===== src/rtl/apb_wdt_multi.sv =====
// Multi-channel APB watchdog with a shared prescaler, write lock and kick key.
// Each channel counts down on prescaler ticks; the first timeout raises OV
// (and IRQ when enabled), a timeout while OV is still set raises RSTFLG and,
// when enabled, the sticky system reset request.
// Ports:
//   i_pclk, i_preset      clock, asynchronous active-high reset
//   i_psel .. i_pwdata    APB slave request (word address i_paddr[7:2])
//   o_prdata              combinational read data
//   o_pready              always 1, no wait states
//   o_irq[CH-1:0]         per-channel interrupt (OV & IRQEN)
//   o_rst_req             sticky reset request, cleared only by i_preset
module apb_wdt_multi #(
  parameter int unsigned CH = 2,
  parameter int unsigned CW = 32,
  parameter int unsigned PW = 16
) (
  input  logic          i_pclk,
  input  logic          i_preset,
  input  logic          i_psel,
  input  logic [7:2]    i_paddr,
  input  logic          i_penable,
  input  logic          i_pwrite,
  input  logic [31:0]   i_pwdata,
  output logic [31:0]   o_prdata,
  output logic          o_pready,
  output logic [CH-1:0] o_irq,
  output logic          o_rst_req
);

  localparam logic [31:0] KICK_KEY   = 32'h5A5A_A5A5;
  localparam logic [31:0] UNLOCK_KEY = 32'h1ACC_E551;
  localparam logic [31:0] UNMAPPED   = 32'hDEAD_BEEF;

  // Word offsets inside a channel block
  localparam logic [2:0] REG_CTRL   = 3'd0;
  localparam logic [2:0] REG_LOAD   = 3'd1;
  localparam logic [2:0] REG_VALUE  = 3'd2;
  localparam logic [2:0] REG_STATUS = 3'd3;
  localparam logic [2:0] REG_KICK   = 3'd4;

  logic          w_wr;
  logic          w_rd;
  logic          w_tick;
  logic          w_wr_presc;
  logic          w_wr_lock;
  logic [PW-1:0] r_presc;
  logic [PW-1:0] r_pcnt;
  logic          r_locked;
  logic          r_rst_req;
  logic [CH-1:0] w_rq_set;
  logic [31:0]   w_ch_rd [CH];

  assign w_wr       = i_psel & i_pwrite & i_penable;
  assign w_rd       = i_psel & ~i_pwrite;
  assign w_wr_presc = w_wr & (i_paddr == 6'h20) & ~r_locked;
  assign w_wr_lock  = w_wr & (i_paddr == 6'h21);
  assign w_tick     = (r_pcnt == r_presc);
  assign o_pready   = 1'b1;
  assign o_rst_req  = r_rst_req;

  // Shared prescaler, lock and sticky reset request
  always_ff @(posedge i_pclk or posedge i_preset) begin
    if (i_preset) begin
      r_presc   <= '0;
      r_pcnt    <= '0;
      r_locked  <= 1'b0;
      r_rst_req <= 1'b0;
    end else begin
      if (w_wr_presc) r_presc <= i_pwdata[PW-1:0];
      if (w_wr_presc || w_tick) r_pcnt <= '0;
      else                      r_pcnt <= r_pcnt + PW'(1);
      if (w_wr_lock) r_locked <= (i_pwdata != UNLOCK_KEY);
      if (|w_rq_set) r_rst_req <= 1'b1;
    end
  end

  for (genvar n = 0; n < CH; n++) begin : g_ch
    logic [2:0]    r_ctrl;
    logic [CW-1:0] r_load;
    logic [CW-1:0] r_value;
    logic          r_ov;
    logic          r_rstflg;
    logic          w_sel;
    logic          w_wr_ctrl;
    logic          w_wr_load;
    logic          w_kick;
    logic          w_w1c;
    logic          w_en;
    logic          w_timeout;
    logic          w_reload;
    logic [31:0]   w_rdata;

    assign w_sel     = ~i_paddr[7] & (i_paddr[6:5] == 2'(n));
    assign w_wr_ctrl = w_wr & w_sel & (i_paddr[4:2] == REG_CTRL) & ~r_locked;
    assign w_wr_load = w_wr & w_sel & (i_paddr[4:2] == REG_LOAD) & ~r_locked;
    assign w_kick    = w_wr & w_sel & (i_paddr[4:2] == REG_KICK) & (i_pwdata == KICK_KEY);
    assign w_w1c     = w_wr & w_sel & (i_paddr[4:2] == REG_STATUS) & i_pwdata[0];
    assign w_en      = r_ctrl[0];
    // A valid kick in the same cycle suppresses the timeout entirely
    assign w_timeout = w_tick & w_en & (r_value == '0) & ~w_kick;
    assign w_reload  = w_kick | w_timeout | (w_wr_ctrl & i_pwdata[0] & ~w_en);

    assign w_rq_set[n] = w_timeout & r_ov & r_ctrl[2];
    assign o_irq[n]    = r_ov & r_ctrl[1];
    assign w_ch_rd[n]  = w_rdata;

    // Channel registers and down-counter
    always_ff @(posedge i_pclk or posedge i_preset) begin
      if (i_preset) begin
        r_ctrl   <= '0;
        r_load   <= '1;
        r_value  <= '0;
        r_ov     <= 1'b0;
        r_rstflg <= 1'b0;
      end else begin
        if (w_wr_ctrl) r_ctrl <= i_pwdata[2:0];
        if (w_wr_load) r_load <= i_pwdata[CW-1:0];
        if (w_reload)               r_value <= r_load;
        else if (w_tick && w_en)    r_value <= r_value - CW'(1);
        // A first timeout beats a simultaneous W1C
        r_ov <= (r_ov & ~w_w1c) | (w_timeout & ~r_ov);
        if (w_timeout && r_ov) r_rstflg <= 1'b1;
      end
    end

    // Channel read data
    always_comb begin
      w_rdata = UNMAPPED;
      case (i_paddr[4:2])
        REG_CTRL:   w_rdata = {29'b0, r_ctrl};
        REG_LOAD:   w_rdata = 32'(r_load);
        REG_VALUE:  w_rdata = 32'(r_value);
        REG_STATUS: w_rdata = {30'b0, r_rstflg, r_ov};
        REG_KICK:   w_rdata = 32'h0;
        default:    w_rdata = UNMAPPED;
      endcase
    end
  end

  // Read decode; channels beyond CH and unused offsets return UNMAPPED
  always_comb begin
    o_prdata = 32'h0;
    if (w_rd) begin
      o_prdata = UNMAPPED;
      if (i_paddr[7]) begin
        if (i_paddr[6:2] == 5'd0)      o_prdata = 32'(r_presc);
        else if (i_paddr[6:2] == 5'd1) o_prdata = {31'b0, r_locked};
      end else begin
        for (int n = 0; n < CH; n++) begin
          if (i_paddr[6:5] == 2'(n)) o_prdata = w_ch_rd[n];
        end
      end
    end
  end

endmodule


===== config.mk =====
export PLATFORM = sky130hd
export DESIGN_NAME = apb_wdt_multi
export DESIGN_NICKNAME = d
export VERILOG_FILES = /design/src/rtl/apb_wdt_multi.sv
export SDC_FILE = /design/constraint.sdc
export NUM_CORES = 1
export LEC_CHECK = 0
export BUFFER_PORTS_ARGS = -buffer_cell sky130_fd_sc_hd__buf_4
export CELL_PAD_IN_SITES_DETAIL_PLACEMENT = 2
export CELL_PAD_IN_SITES_GLOBAL_PLACEMENT = 2
export CORE_ASPECT_RATIO = 0.9
export CORE_UTILIZATION = 35
export DETAILED_ROUTE_END_ITERATION = 8
export PLACE_DENSITY_LB_ADDON = 0.1
export SYNTH_ARGS = -nofsm -noshare
export SYNTH_HDL_FRONTEND = slang
export SYNTH_SLANG_ARGS = --single-unit

===== constraint.sdc =====
create_clock -name i_pclk -period 5.7 [get_ports i_pclk]
set_clock_uncertainty 0.05 [all_clocks]
set_input_delay 1.14 -clock i_pclk [delete_from_list [all_inputs] [get_ports i_pclk]]
set_output_delay 1.14 -clock i_pclk [all_outputs]
set_load 0.1 [all_outputs]

Word level (Yosys, flattened, before mapping) --
Index checks and enable logic that the tools add are counted.
Storage, ports and cells: register bits 172, bits of input ports 43, output and inout port bits 36, logic and storage cells 117
Operators by class: $add $sub $neg 3, eq/ne operators 11, multiplexer cells 13, bitwise gates (word level) 63, reductions and logical operators 13
Operators by type and width (count):
- 2-to-1 mux 32 bit | 10
- case mux 32 bit (5 select lines) | 2
- logical NOT 32 bit | 2
- subtractor 32 x 1 -> 32 bit, second input constant | 2
- bitwise AND 1 bit | 46
- == test 32 x 31 -> 1 bit, second input constant | 1
- inequality test 32 x 29 -> 1 bit, second input constant | 1
- adder 16 x 1 -> 16 bit, second input constant | 1
- == test 16 bit | 1
- 2-to-1 mux 16 bit | 1
- == test 6 bit, second input constant | 2
- NOT 1 bit | 11
- == test 3 x 2 -> 1 bit, second input constant | 2
- bitwise OR 1 bit | 6
- == test 5 x 1 -> 1 bit, second input constant | 1
- logical NOT 5 bit | 1
- logical AND 1 bit | 4
- nonzero test 2 bit | 2
- == test 3 x 1 -> 1 bit, second input constant | 1
- == test 3 bit, second input constant | 1
- logical NOT 3 bit | 1
- == test 2 x 1 -> 1 bit, second input constant | 1
- logical NOT 2 bit | 1
- OR reduction 2 bit | 1
- logical OR 1 bit | 1

Longest topological paths before layout --
depth in word-level cells 10, mapped depth 10, depth with buffers taken out 9

Least setup slack after synthesis --
Ideal clock, no wire load.
kind input to output, from in i_paddr[3] in the netlist's numbering, to out o_prdata[0], arrival time 4.845 ns, required time 4.510 ns, setup slack -0.335 ns, stages on the path 9, path buffers 3, cells stage by stage clkbuf_1 nor2b_1 nor2b_1 clkbuf_1 clkbuf_1 a221oi_1 o21ai_0 a21oi_1 a311oi_1
Between the ends: cells in the longest elaborated chain, start to end 6, elaborated cells on any way between the ends 15, those cells by class 5 x eq/ne; 8 x mux; 2 x reduce/logical
RTL lines:
- from (decl) | line 20 | input logic [7:2] i_paddr,
- == test 3 bit (tied with other cells) | line 129 | case (i_paddr[4:2])
- case mux 32 bit (5 select lines) | line 129
- 2-to-1 mux 32 bit (2 in a row) | line 150 | if (i_paddr[6:5] == 2'(n)) o_prdata = w_ch_rd[n];
- 2-to-1 mux 32 bit * | line 145 | if (i_paddr[7]) begin
- 2-to-1 mux 32 bit * | line 143 | if (w_rd) begin
- to (decl) | line 24 | output logic [31:0] o_prdata,
Mark *: on every way between the ends. The rest lies on a longest branch, timed or not.

Final worst setup path --
from in i_paddr[2] in the netlist's numbering, to out o_prdata[0]
Same word-level chain as after synthesis.

==> metrics <==
status=complete, no violations; Worst EP arrival=3.40 ns; timing endpoint of the critical path=o_prdata[0]; Tcrit/Tclk final=80.59%; sequential fraction of the synthesis area=a little under half; most common cell after layout, fill and taps aside=dfrtp_1; clk sink count=172; startpoint types=input pin; Clock Tree Buf Depth=2; Ports=79; Final setup viols=0; post-DP HPWL=26.99 mm; cell with the most instances on the worst path=buf_4; largest family of logic cells by synthesized area=simple AND/OR/NAND/NOR gates; wl on met1=18.25 mm; vias in the first global route=8,951; Psw=between 1 and 1.5 mW; share of cells above drive strength 1=28.64%; P_leak=4.392 nW; Worst R2R End=g_ch[0].r_value[28]; setup bufs post-CTS=0; combinational share of power=18.2%; Syn-to-layout area delta=16.15%; Vias=8,209; fin nets=roughly 1,100; FF+latch count, synth=between 150 and 200; Die H=159.7 microns; CP peak stage delay=0.52 ns; sequential cell area=4384 sq um; Finished Layout Cells=1,405; placed insts=1,373; pwr/cell area=289.5 nW/um^2; cell at the slowest stage of the critical path=nand2b_1; CP endpoint kind=output pin; hold buffers post-CTS=0; Compound-Gate Fraction of Synth Area=13.83%; port bufs=77; maximum vdd ir drop=0.2138 mV; CP startpoint=i_paddr[2]; Num CTS Buffers=17; XOR/XNOR share of the synthesized area=7.608%; Final Slew Violations=0; Iteration-0 DRC Markers=532; Int Power=approximately 2.2 mW; Starting Density=between 30 and 40%; FF-to-FF path depth=8; total grt overflow=0; RSZ-0062 raised after global routing=no; Post-DRT Antenna Nets=0; EDFF count, synth=0; mux cell area share after synthesis=10.78%; vias per std cell=5.843; highest routed layer=met4; Skew-Pair Late Insertion Delay=0.44 ns; DRT Wirelength=37.62 mm; Die Area=about 28,000 sq um; maximum number of pins on one net before global-route repair=173; GPL Wtd Cong=between 0.8 and 0.9; adder-cell share of the synthesized area=0.3881%; required time worst endpoint=4.51 ns; Fin. Hold Viols=0; Total Power Consumption=roughly 3.3 mW; commonest cells after routing, fill and taps aside=108 x dfrtp_1, 104 x nor2_1, 93 x buf_4; HP Class=reg2reg; final worst path period need=about 4.6 ns; # DRC=0; Routed met3 length=~1.6 mm; total track usage=approximately 28%; Resized Gates After CTS=0; synthesized area=9671 sq um; ys async rst share=100.0%; DR WL met2=approximately 17 mm; post-DR wirelength/cell=26.78 microns; area share of and/or/nand/nor cells after synthesis=19.01%; # rows=57; Primary FF master, synth=dfrtp_1; Reg clk slew, reported paths=~0.070 ns; Seq pwr share=44.4%; worst slew pin tran=1.314 ns; cells after synthesis=984; worst reg2reg setup slack=about 1.4 ns; syn_nets=around 1,000; CTS tree=done; diodes inserted=0; worst-path fanout max=21; # fillers=2,930; Switching Fraction=33.30%; Cell variety after synth=57; number of max-cap violations=0; router iterations before antenna repair=4; Synth Warn #=0; CP Cell Sequence=buf_4 -> or2_2 -> nand2_1 -> nand2b_1 -> buf_4 -> a21oi_1 -> o21ai_0 -> a21oi_1 -> a311oi_2 -> buf_4; CTS Root Cell=clkbuf_16; relative slew slack=between 10% and 20%; RR Startpoint=g_ch[0].r_value[8]; Post-Syn Area per Cell=9.828 sq um; CP Class=in2out; Core ar.=27,100 sq um; multi-input logic area=about 5000 sq um; H-tree depth=4; Clk pwr share=a little under two fifths; chip width=between 150 and 200 microns; global-route wire length before repair=57.68 mm; Max Fclk=about 220 MHz; TNS Setup=0 ns; initial antenna violation count=0
-- stage by stage --
stage | hold WS, ns | instance area, sq um | util, % | worst slack [ns]
global placement | 0.3928 | 10640 | 39.27 | 1.201
detailed placement | 0.4156 | 10640 | 39.27 | 1.157
floorplan | 0.3786 | 9681 | - | 0.5511
global route | 0.4663 | 11230 | 41.45 | 0.9893
CTS | 0.4432 | 11230 | 41.45 | 1.132
finish | 0.4348 | 11230 | 41.45 | 1.107
-- worst max-delay path, delay by kind of cell --
family	cells	cell delay [ns]
AOI/OAI and AO/OA	4	0.53
and+or+nand+nor	3	0.78
buffers and inverters	3	0.92
-- Yosys cell counts (3+ instances only) --
| cell type | n | area (sq um) |
|---|---|---|
| a21oi_1 | 79 | 395.4 |
| a221o_1 | 40 | 400.4 |
| a221oi_1 | 4 | 35.03 |
| a22oi_1 | 17 | 127.6 |
| and2_1 | 9 | 56.30 |
| and3_1 | 6 | 37.54 |
| and3b_1 | 4 | 35.03 |
| and4_1 | 5 | 43.79 |
| buf_1 | 6 | 22.52 |
| buf_6 | 3 | 33.78 |
| clkbuf_1 | 47 | 176.4 |
| dfrtp_1 | 108 | 2703 |
| dfstp_2 | 64 | 1682 |
| ha_1 | 3 | 37.54 |
| inv_1 | 9 | 33.78 |
| mux2_2 | 89 | 1002 |
| mux2i_1 | 4 | 40.04 |
| nand2_1 | 77 | 289.0 |
| nand2b_1 | 5 | 31.28 |
| nand3_1 | 27 | 135.1 |
| nand3b_1 | 3 | 22.52 |
| nand4_1 | 9 | 56.30 |
| nor2_1 | 104 | 390.4 |
| nor2b_1 | 8 | 50.05 |
| nor3_1 | 30 | 150.1 |
| nor3b_1 | 3 | 22.52 |
| nor4_1 | 27 | 168.9 |
| nor4b_1 | 7 | 61.31 |
| nor4bb_1 | 5 | 50.05 |
| o21ai_0 | 32 | 160.2 |
| o21ai_1 | 3 | 15.01 |
| o22ai_1 | 10 | 62.56 |
| or2_2 | 5 | 31.28 |
| or3_1 | 14 | 87.58 |
| or4_1 | 6 | 45.04 |
| or4_4 | 3 | 33.78 |
| xnor2_1 | 45 | 394.1 |
| xor2_1 | 39 | 341.6 |
-- worst min path at each step --
stage,start,endpoint,slack [ns],depth (start not counted)
4_1_cts,g_ch[0].r_rstflg,g_ch[0].r_rstflg,0.44,1
3_5_place_dp,g_ch[0].r_rstflg,g_ch[0].r_rstflg,0.42,1
3_3_place_gp,g_ch[0].r_rstflg,g_ch[0].r_rstflg,0.39,1
6_report,g_ch[0].r_rstflg,g_ch[0].r_rstflg,0.43,1
2_1_floorplan,g_ch[0].r_rstflg,g_ch[0].r_rstflg,0.38,1
5_1_grt,g_ch[0].r_rstflg,g_ch[0].r_rstflg,0.47,1
-- sequential cells by signal, summed over array words and instances (netlist names) --
register / count
g_ch.r_load: 64
g_ch.r_value: 64
r_pcnt: 16
r_presc: 16
g_ch.r_ctrl: 6
g_ch.r_ov: 2
g_ch.r_rstflg: 2
o_rst_req: 1
r_locked: 1
-- per-layer routing --
layer  global-route usage [%]  up-vias
met3                    5.333       32
met5                        0        -
li1                         -     3685
met2                    41.58      144
met4                    7.367        0
met1                    39.85     4348
-- final cells by class --
cell class                 instances  share of cell area, %
clock buffer                      18                  3.821
clock inverter                    14                  1.426
inverter                           9                 0.3342
multi-input combinational        743                  44.87
sequential                       172                  39.03
tap                              354                  3.943
timing repair buffer              95                  6.572
-- power by group through the flow --
stage	clock [mW]	sequential, mW	combinational (mW)
2_1_floorplan	0	1.41	0.412
3_3_place_gp	0	1.46	0.573
3_5_place_dp	0	1.46	0.593
4_1_cts	1.24	1.44	0.597
5_1_grt	1.29	1.45	0.635
6_report	1.22	1.44	0.592
-- cells by family after synthesis --
| group | count (synthesis) |
|---|---|
| AND/OR/NAND/NOR | 361 |
| AO/OA/AOI/OAI | 201 |
| flip-flops | 172 |
| multiplexers | 93 |
| XOR/XNOR | 84 |
| buffers and inverters | 69 |
| adder cells (fa/ha/maj) | 3 |
| other | 1 |
(Power assumes the default switching activity.)
